**config.mk**
```make
export PLATFORM = sky130hd
export DESIGN_NAME = if_stage_flat
export DESIGN_NICKNAME = d
export VERILOG_FILES = /design/src/rtl/cpu_pkg.sv /design/src/rtl/if_stage_if.sv /design/src/rtl/if_stage_if_id_reg.sv /design/src/rtl/if_stage.sv /design/src/flat_wrapper.sv
export SDC_FILE = /design/constraint.sdc
export NUM_CORES = 1
export LEC_CHECK = 0
export CAP_MARGIN = 20
export CORE_ASPECT_RATIO = 1.2
export CORE_UTILIZATION = 42
export DETAILED_ROUTE_END_ITERATION = 12
export PLACE_DENSITY_LB_ADDON = 0.2
export SYNTH_ARGS = -nofsm -noshare
export SYNTH_HDL_FRONTEND = slang
export SYNTH_HIERARCHICAL = 1
export SYNTH_SLANG_ARGS = --single-unit
```
**constraint.sdc**
```tcl
create_clock -name clk -period 2.5 [get_ports clk]
set_input_delay 0.375 -clock clk [delete_from_list [all_inputs] [get_ports clk]]
set_output_delay 0.375 -clock clk [all_outputs]
set_load 0.005 [all_outputs]
```
**src/rtl/cpu_pkg.sv**
```systemverilog
// Shared CPU definitions: word width, NOP encoding, fetch FSM states and the
// IF/ID pipeline record consumed by the decode stage.
package cpu_pkg;

    localparam int WORD_W = 32;
    localparam logic [WORD_W-1:0] NOP_INST = 32'h0000_0000;

    typedef enum logic {
        FS_BOOT,
        FS_RUN
    } fetch_state_e;

    typedef struct packed {
        logic              valid;
        logic [WORD_W-1:0] inst;
        logic [WORD_W-1:0] pc_plus4;
    } if_id_t;

    localparam if_id_t IF_ID_BUBBLE = '{valid: 1'b0, inst: NOP_INST, pc_plus4: '0};

endpackage

```
**src/rtl/if_stage_if.sv**
```systemverilog
// Fetch-stage bus: hazard/redirect controls, instruction memory port, IF/ID
// outputs and perf counters. master = fetch stage, slave = its environment.
interface if_stage_if #(
    parameter int IMEM_AW = 16
);
    import cpu_pkg::*;

    logic               stall_i;
    logic               redirect_i;
    logic [WORD_W-1:0]  redirect_pc_i;
    logic [IMEM_AW-1:0] imem_addr_o;
    logic [WORD_W-1:0]  imem_rdata_i;
    logic [WORD_W-1:0]  pc_o;
    logic               id_valid_o;
    logic [WORD_W-1:0]  id_inst_o;
    logic [WORD_W-1:0]  id_pc_plus4_o;
    logic [WORD_W-1:0]  perf_fetch_o;
    logic [WORD_W-1:0]  perf_stall_o;
    logic [WORD_W-1:0]  perf_flush_o;

    modport master (
        input  stall_i, redirect_i, redirect_pc_i, imem_rdata_i,
        output imem_addr_o, pc_o, id_valid_o, id_inst_o, id_pc_plus4_o,
               perf_fetch_o, perf_stall_o, perf_flush_o
    );

    modport slave (
        output stall_i, redirect_i, redirect_pc_i, imem_rdata_i,
        input  imem_addr_o, pc_o, id_valid_o, id_inst_o, id_pc_plus4_o,
               perf_fetch_o, perf_stall_o, perf_flush_o
    );

endinterface

```
**src/rtl/if_stage_if_id_reg.sv**
```systemverilog
// IF/ID pipeline register. Flush beats load; with neither asserted it holds.
module if_id_reg
    import cpu_pkg::*;
(
    input  logic   clk,
    input  logic   rst,
    input  logic   flush,
    input  logic   load,
    input  if_id_t d,
    output if_id_t q
);

    // NOTE: sequential state uses non-blocking assignments only, so every
    // flop samples pre-edge values regardless of process ordering.
    always_ff @(posedge clk) begin
        if (rst || flush) begin
            q <= IF_ID_BUBBLE;
        end else if (load) begin
            q <= d;
        end
    end

endmodule

```
**src/rtl/if_stage.sv**
```systemverilog
// Instruction fetch stage: PC, boot FSM and IF/ID register.
// Define IF_PERF_CNT_EN to build the fetch/stall/flush performance counters.
module if_stage
    import cpu_pkg::*;
#(
    parameter logic [WORD_W-1:0] RESET_PC    = 32'h0000_0000,
    parameter int                IMEM_AW     = 16,
    parameter int                BOOT_CYCLES = 2
) (
    input logic        clk,
    input logic        rst,
    if_stage_if.master bus
);

    localparam logic [3:0] BOOT_LAST = 4'(BOOT_CYCLES - 1);

    fetch_state_e      state_q, state_d;
    logic [3:0]        boot_cnt_q, boot_cnt_d;
    logic [WORD_W-1:0] pc_q, pc_d, pc_plus4;
    logic              do_redirect, do_stall, do_advance;
    if_id_t            if_id_d, if_id_q;

    assign pc_plus4 = pc_q + 32'd4;

    // NOTE: every always_comb output gets a default before the case so no
    // path leaves it unassigned and no latch is inferred.
    always_comb begin
        state_d     = state_q;
        boot_cnt_d  = boot_cnt_q;
        pc_d        = pc_q;
        do_redirect = 1'b0;
        do_stall    = 1'b0;
        do_advance  = 1'b0;
        case (state_q)
            FS_BOOT: begin
                boot_cnt_d = boot_cnt_q + 4'd1;
                if (boot_cnt_q == BOOT_LAST) begin
                    state_d = FS_RUN;
                end
            end
            FS_RUN: begin
                if (bus.redirect_i) begin
                    do_redirect = 1'b1;
                    pc_d        = bus.redirect_pc_i & 32'hFFFF_FFFC;
                end else if (bus.stall_i) begin
                    do_stall = 1'b1;
                end else begin
                    do_advance = 1'b1;
                    pc_d       = pc_plus4;
                end
            end
            default: state_d = FS_BOOT;
        endcase
    end

    always_ff @(posedge clk) begin
        if (rst) begin
            state_q    <= FS_BOOT;
            boot_cnt_q <= 4'd0;
            pc_q       <= RESET_PC;
        end else begin
            state_q    <= state_d;
            boot_cnt_q <= boot_cnt_d;
            pc_q       <= pc_d;
        end
    end

    assign if_id_d = '{valid: 1'b1, inst: bus.imem_rdata_i, pc_plus4: pc_plus4};

    if_id_reg u_if_id_reg (
        .clk  (clk),
        .rst  (rst),
        .flush(do_redirect),
        .load (do_advance),
        .d    (if_id_d),
        .q    (if_id_q)
    );

    assign bus.imem_addr_o   = pc_q[IMEM_AW+1:2];
    assign bus.pc_o          = pc_q;
    assign bus.id_valid_o    = if_id_q.valid;
    assign bus.id_inst_o     = if_id_q.inst;
    assign bus.id_pc_plus4_o = if_id_q.pc_plus4;

`ifdef IF_PERF_CNT_EN
    logic [WORD_W-1:0] perf_fetch_q, perf_stall_q, perf_flush_q;

    always_ff @(posedge clk) begin
        if (rst) begin
            perf_fetch_q <= '0;
            perf_stall_q <= '0;
            perf_flush_q <= '0;
        end else begin
            if (do_advance)  perf_fetch_q <= perf_fetch_q + 32'd1;
            if (do_stall)    perf_stall_q <= perf_stall_q + 32'd1;
            if (do_redirect) perf_flush_q <= perf_flush_q + 32'd1;
        end
    end

    assign bus.perf_fetch_o = perf_fetch_q;
    assign bus.perf_stall_o = perf_stall_q;
    assign bus.perf_flush_o = perf_flush_q;
`else
    assign bus.perf_fetch_o = '0;
    assign bus.perf_stall_o = '0;
    assign bus.perf_flush_o = '0;
`endif

endmodule

```
**src/flat_wrapper.sv**
```systemverilog
// flat-port wrapper written by rule: the top's interface ports become plain ports
module if_stage_flat import cpu_pkg::*;
#(
    parameter logic [WORD_W-1:0] RESET_PC    = 32'h0000_0000,
    parameter int                IMEM_AW     = 16,
    parameter int                BOOT_CYCLES = 2
)
  (clk, rst, bus_stall_i, bus_redirect_i, bus_redirect_pc_i, bus_imem_rdata_i, bus_imem_addr_o, bus_pc_o, bus_id_valid_o, bus_id_inst_o, bus_id_pc_plus4_o, bus_perf_fetch_o, bus_perf_stall_o, bus_perf_flush_o);
  if_stage_if #(.IMEM_AW(IMEM_AW)) bus_i ();
  input logic clk;
  input logic rst;
  input wire logic [$bits(bus_i.stall_i)-1:0] bus_stall_i;
  input wire logic [$bits(bus_i.redirect_i)-1:0] bus_redirect_i;
  input wire logic [$bits(bus_i.redirect_pc_i)-1:0] bus_redirect_pc_i;
  input wire logic [$bits(bus_i.imem_rdata_i)-1:0] bus_imem_rdata_i;
  output wire logic [$bits(bus_i.imem_addr_o)-1:0] bus_imem_addr_o;
  output wire logic [$bits(bus_i.pc_o)-1:0] bus_pc_o;
  output wire logic [$bits(bus_i.id_valid_o)-1:0] bus_id_valid_o;
  output wire logic [$bits(bus_i.id_inst_o)-1:0] bus_id_inst_o;
  output wire logic [$bits(bus_i.id_pc_plus4_o)-1:0] bus_id_pc_plus4_o;
  output wire logic [$bits(bus_i.perf_fetch_o)-1:0] bus_perf_fetch_o;
  output wire logic [$bits(bus_i.perf_stall_o)-1:0] bus_perf_stall_o;
  output wire logic [$bits(bus_i.perf_flush_o)-1:0] bus_perf_flush_o;
  assign bus_i.stall_i = bus_stall_i;
  assign bus_i.redirect_i = bus_redirect_i;
  assign bus_i.redirect_pc_i = bus_redirect_pc_i;
  assign bus_i.imem_rdata_i = bus_imem_rdata_i;
  assign bus_imem_addr_o = bus_i.imem_addr_o;
  assign bus_pc_o = bus_i.pc_o;
  assign bus_id_valid_o = bus_i.id_valid_o;
  assign bus_id_inst_o = bus_i.id_inst_o;
  assign bus_id_pc_plus4_o = bus_i.id_pc_plus4_o;
  assign bus_perf_fetch_o = bus_i.perf_fetch_o;
  assign bus_perf_stall_o = bus_i.perf_stall_o;
  assign bus_perf_flush_o = bus_i.perf_flush_o;
  if_stage #(.RESET_PC(RESET_PC), .IMEM_AW(IMEM_AW), .BOOT_CYCLES(BOOT_CYCLES)) u_core (.clk(clk), .rst(rst), .bus(bus_i));
endmodule
```
==> run metrics <==
RSZ-0062 raised after global routing false; vias post-DR 4846; Hold Crit Class reg2reg; Ports 277; DR pass1 iterations 4; ANT cells 0; Post-CTS Resized 0; Crit. Startpoint u_core/bus.pc_o[3]; CP bufs+invs 0; initial antenna violation count 0; die height 130 microns; Root Driver clkbuf_16; clock tree sinks 100; Max stage delay on crit path 480 ps; Layout Cells excl Fill 1001; DRC Markers 0; Crit. End Element register; Final Critical Period 2250 ps; CP delay by family, top simple AND/OR/NAND/NOR gates; Worst Tran Pin Value 580 ps; critical path's slowest cell or4_1; outcome finished, final reports clean; layout cells sized above 1 6.36%; GR Overflow Total 0; Final Hold Viols 0; # rows 46; largest net degree at the start of global routing 54; Seq cells post-synth 100; Syn Inst Count 671; Peak VDD IR 0.305 mV; top achievable clock speed 0.445 GHz; H-tree levels 3; worst slack at placement 281 ps; Critical Path Start Type register; Post-DRT Antenna Nets 0; Synth-to-Final Area Change 31.1%; port bufs 176; nets 900; Arr. time, crit path 2510 ps; post-cts hold buffer count 0; GRT Total Usage 20.3%; DP HPWL 11000 microns; Mean Syn Cell Area 8.55 sq um; Post-DP Area 7230 sq um; Max-Cap Viols 0; Die ar. 14100 sq um; Wirelength per Cell 14.5 microns; Synth top cells by count 119 x buf_4, 100 x dfxtp_1, 93 x nor2_1; CP cell instances and4_1, nand3_2, or3_1, or4_1, a31oi_1; Max Slew Vio Count 0; Worst-Skew Late Latency 340 ps; Worst EP required 2760 ps; core area 13300 sq um; clk_skew 6.03 ps; setup TNS 0 ps; final setup violation count 0; CTS tree done; Post-Syn Area 5740 sq um; Post-CTS Setup Inserts 0; Via density 4.84; first-pass GRT wire length 22400 microns; crit path kind reg2reg; Synth cell types 49; Placer Congestion 0.831; vias in the first global route 4563; clock-pin transition on the worst setup and hold timing paths 70 ps; Worst R2R Start u_core/bus.pc_o[3]; ys flop type dfxtp_1; final period utilization 90.0%; PwrDens 589 nW/um^2; Post-synth EDFFs 0; top cells by area, synth dfxtp_1 35%, buf_4 16%, mux2i_1 12%; CTS Buffer Depth 2; design area 7520 sq um; DRT iter0 DRCs 258; sequential area share after synthesis 34.9%; Post-synth ARST share 0%; placed cells 986; Hold Crit Start u_core/u_if_id_reg/q[30]; Leak 2.81 nW; Warnings, synthesis 6; Num CTS Buffers 9; Setup WS post-layout 251 ps; top-count cell post-synth buf_4; cell taking the most area after synthesis dfxtp_1; die width 109 microns; Synth top area share 34.9%; Post-Route WL 14500 microns; Initial Util 43.1%; CP Max Fanout 7; worst rel slew slack 61.4%; Hold Slack 492 ps; Final Core Density 56.5%; total power draw 4.43 mW
cell usage in the layout (no fill, tap or decap), types with 9 or more instances in the layout:
| cell type | Yosys | routed |
|---|---|---|
| a21oi_1 | 22 | 22 |
| a31oi_1 | 11 | 11 |
| and3_1 | 9 | 9 |
| buf_4 | 119 | 27 |
| clkbuf_16 | 0 | 9 |
| clkdlybuf4s50_1 | 0 | 175 |
| conb_1 | 2 | 101 |
| dfxtp_1 | 100 | 100 |
| inv_1 | 12 | 12 |
| mux2i_1 | 69 | 69 |
| nand2_1 | 35 | 35 |
| nand3_1 | 18 | 18 |
| nor2_1 | 93 | 92 |
| nor3_1 | 10 | 10 |
| nor4_1 | 9 | 9 |
| o21ai_0 | 16 | 15 |
| xnor2_1 | 19 | 19 |
| xor2_1 | 12 | 12 |
logic make-up (layout without fill, tap and decap cells):
group / Yosys count / count (layout) / synth area share [%]
buffers and inverters: 170 / 233 / 20.4
AND/OR/NAND/NOR: 212 / 212 / 17.8
AO/OA/AOI/OAI: 83 / 83 / 9.23
multiplexers: 70 / 70 / 12.2
other: 2 / 101 / 0.131
adder cells (fa/ha/maj): 3 / 3 / 0.655
flip-flops: 100 / 100 / 34.9
XOR/XNOR: 31 / 31 / 4.73
tightest hold or removal path: stages, from the launching register on:
cell and delay, ps:
dfxtp_1 330, mux2i_1 60, nor2_1 70
layer usage:
metal  global-route usage (%)  wire (microns)  vias to the layer above
met2                     36.7            7430                      219
met3                     5.34            1290                       11
li1                         -               -                     2386
met4                     6.84             180                        0
met5                        0               0                        -
met1                     22.9            5640                     2230
sequential cells by signal (all words and copies together), names as in the netlist:
name / flops
u_core/u_if_id_reg/q: 65
u_core/bus.pc_o: 30
u_core/boot_cnt_q: 4
u_core/state_q: 1
final cells by class:
class | instances | area [sq um]
repair buffers | 206 | 2020
fillers | 1247 | 5780
clock buffers | 10 | 239
multi-input cells | 500 | 2950
inverters | 12 | 45.0
clock inverters | 5 | 52.6
flip-flops and latches | 100 | 2000
well taps | 168 | 210
power by group:
part / leakage [nW] / internal, mW / switching (mW) / total (mW)
combinational: 1.85 / 0.614 / 0.583 / 1.20
sequential: 0.809 / 1.72 / 0.148 / 1.87
clock: 0.144 / 0.792 / 0.569 / 1.36
total: 2.81 / 3.13 / 1.30 / 4.43
worst paths after layout:
kind                               to  slack, ps  cells past startpoint
max               u_core/bus.pc_o[17]        250                      5
max reg2reg       u_core/bus.pc_o[17]        250                      5
min reg2reg  u_core/u_if_id_reg/q[30]        490                      2
min          u_core/u_if_id_reg/q[30]        490                      2
Note: power is estimated with default switching activity, not from simulation.
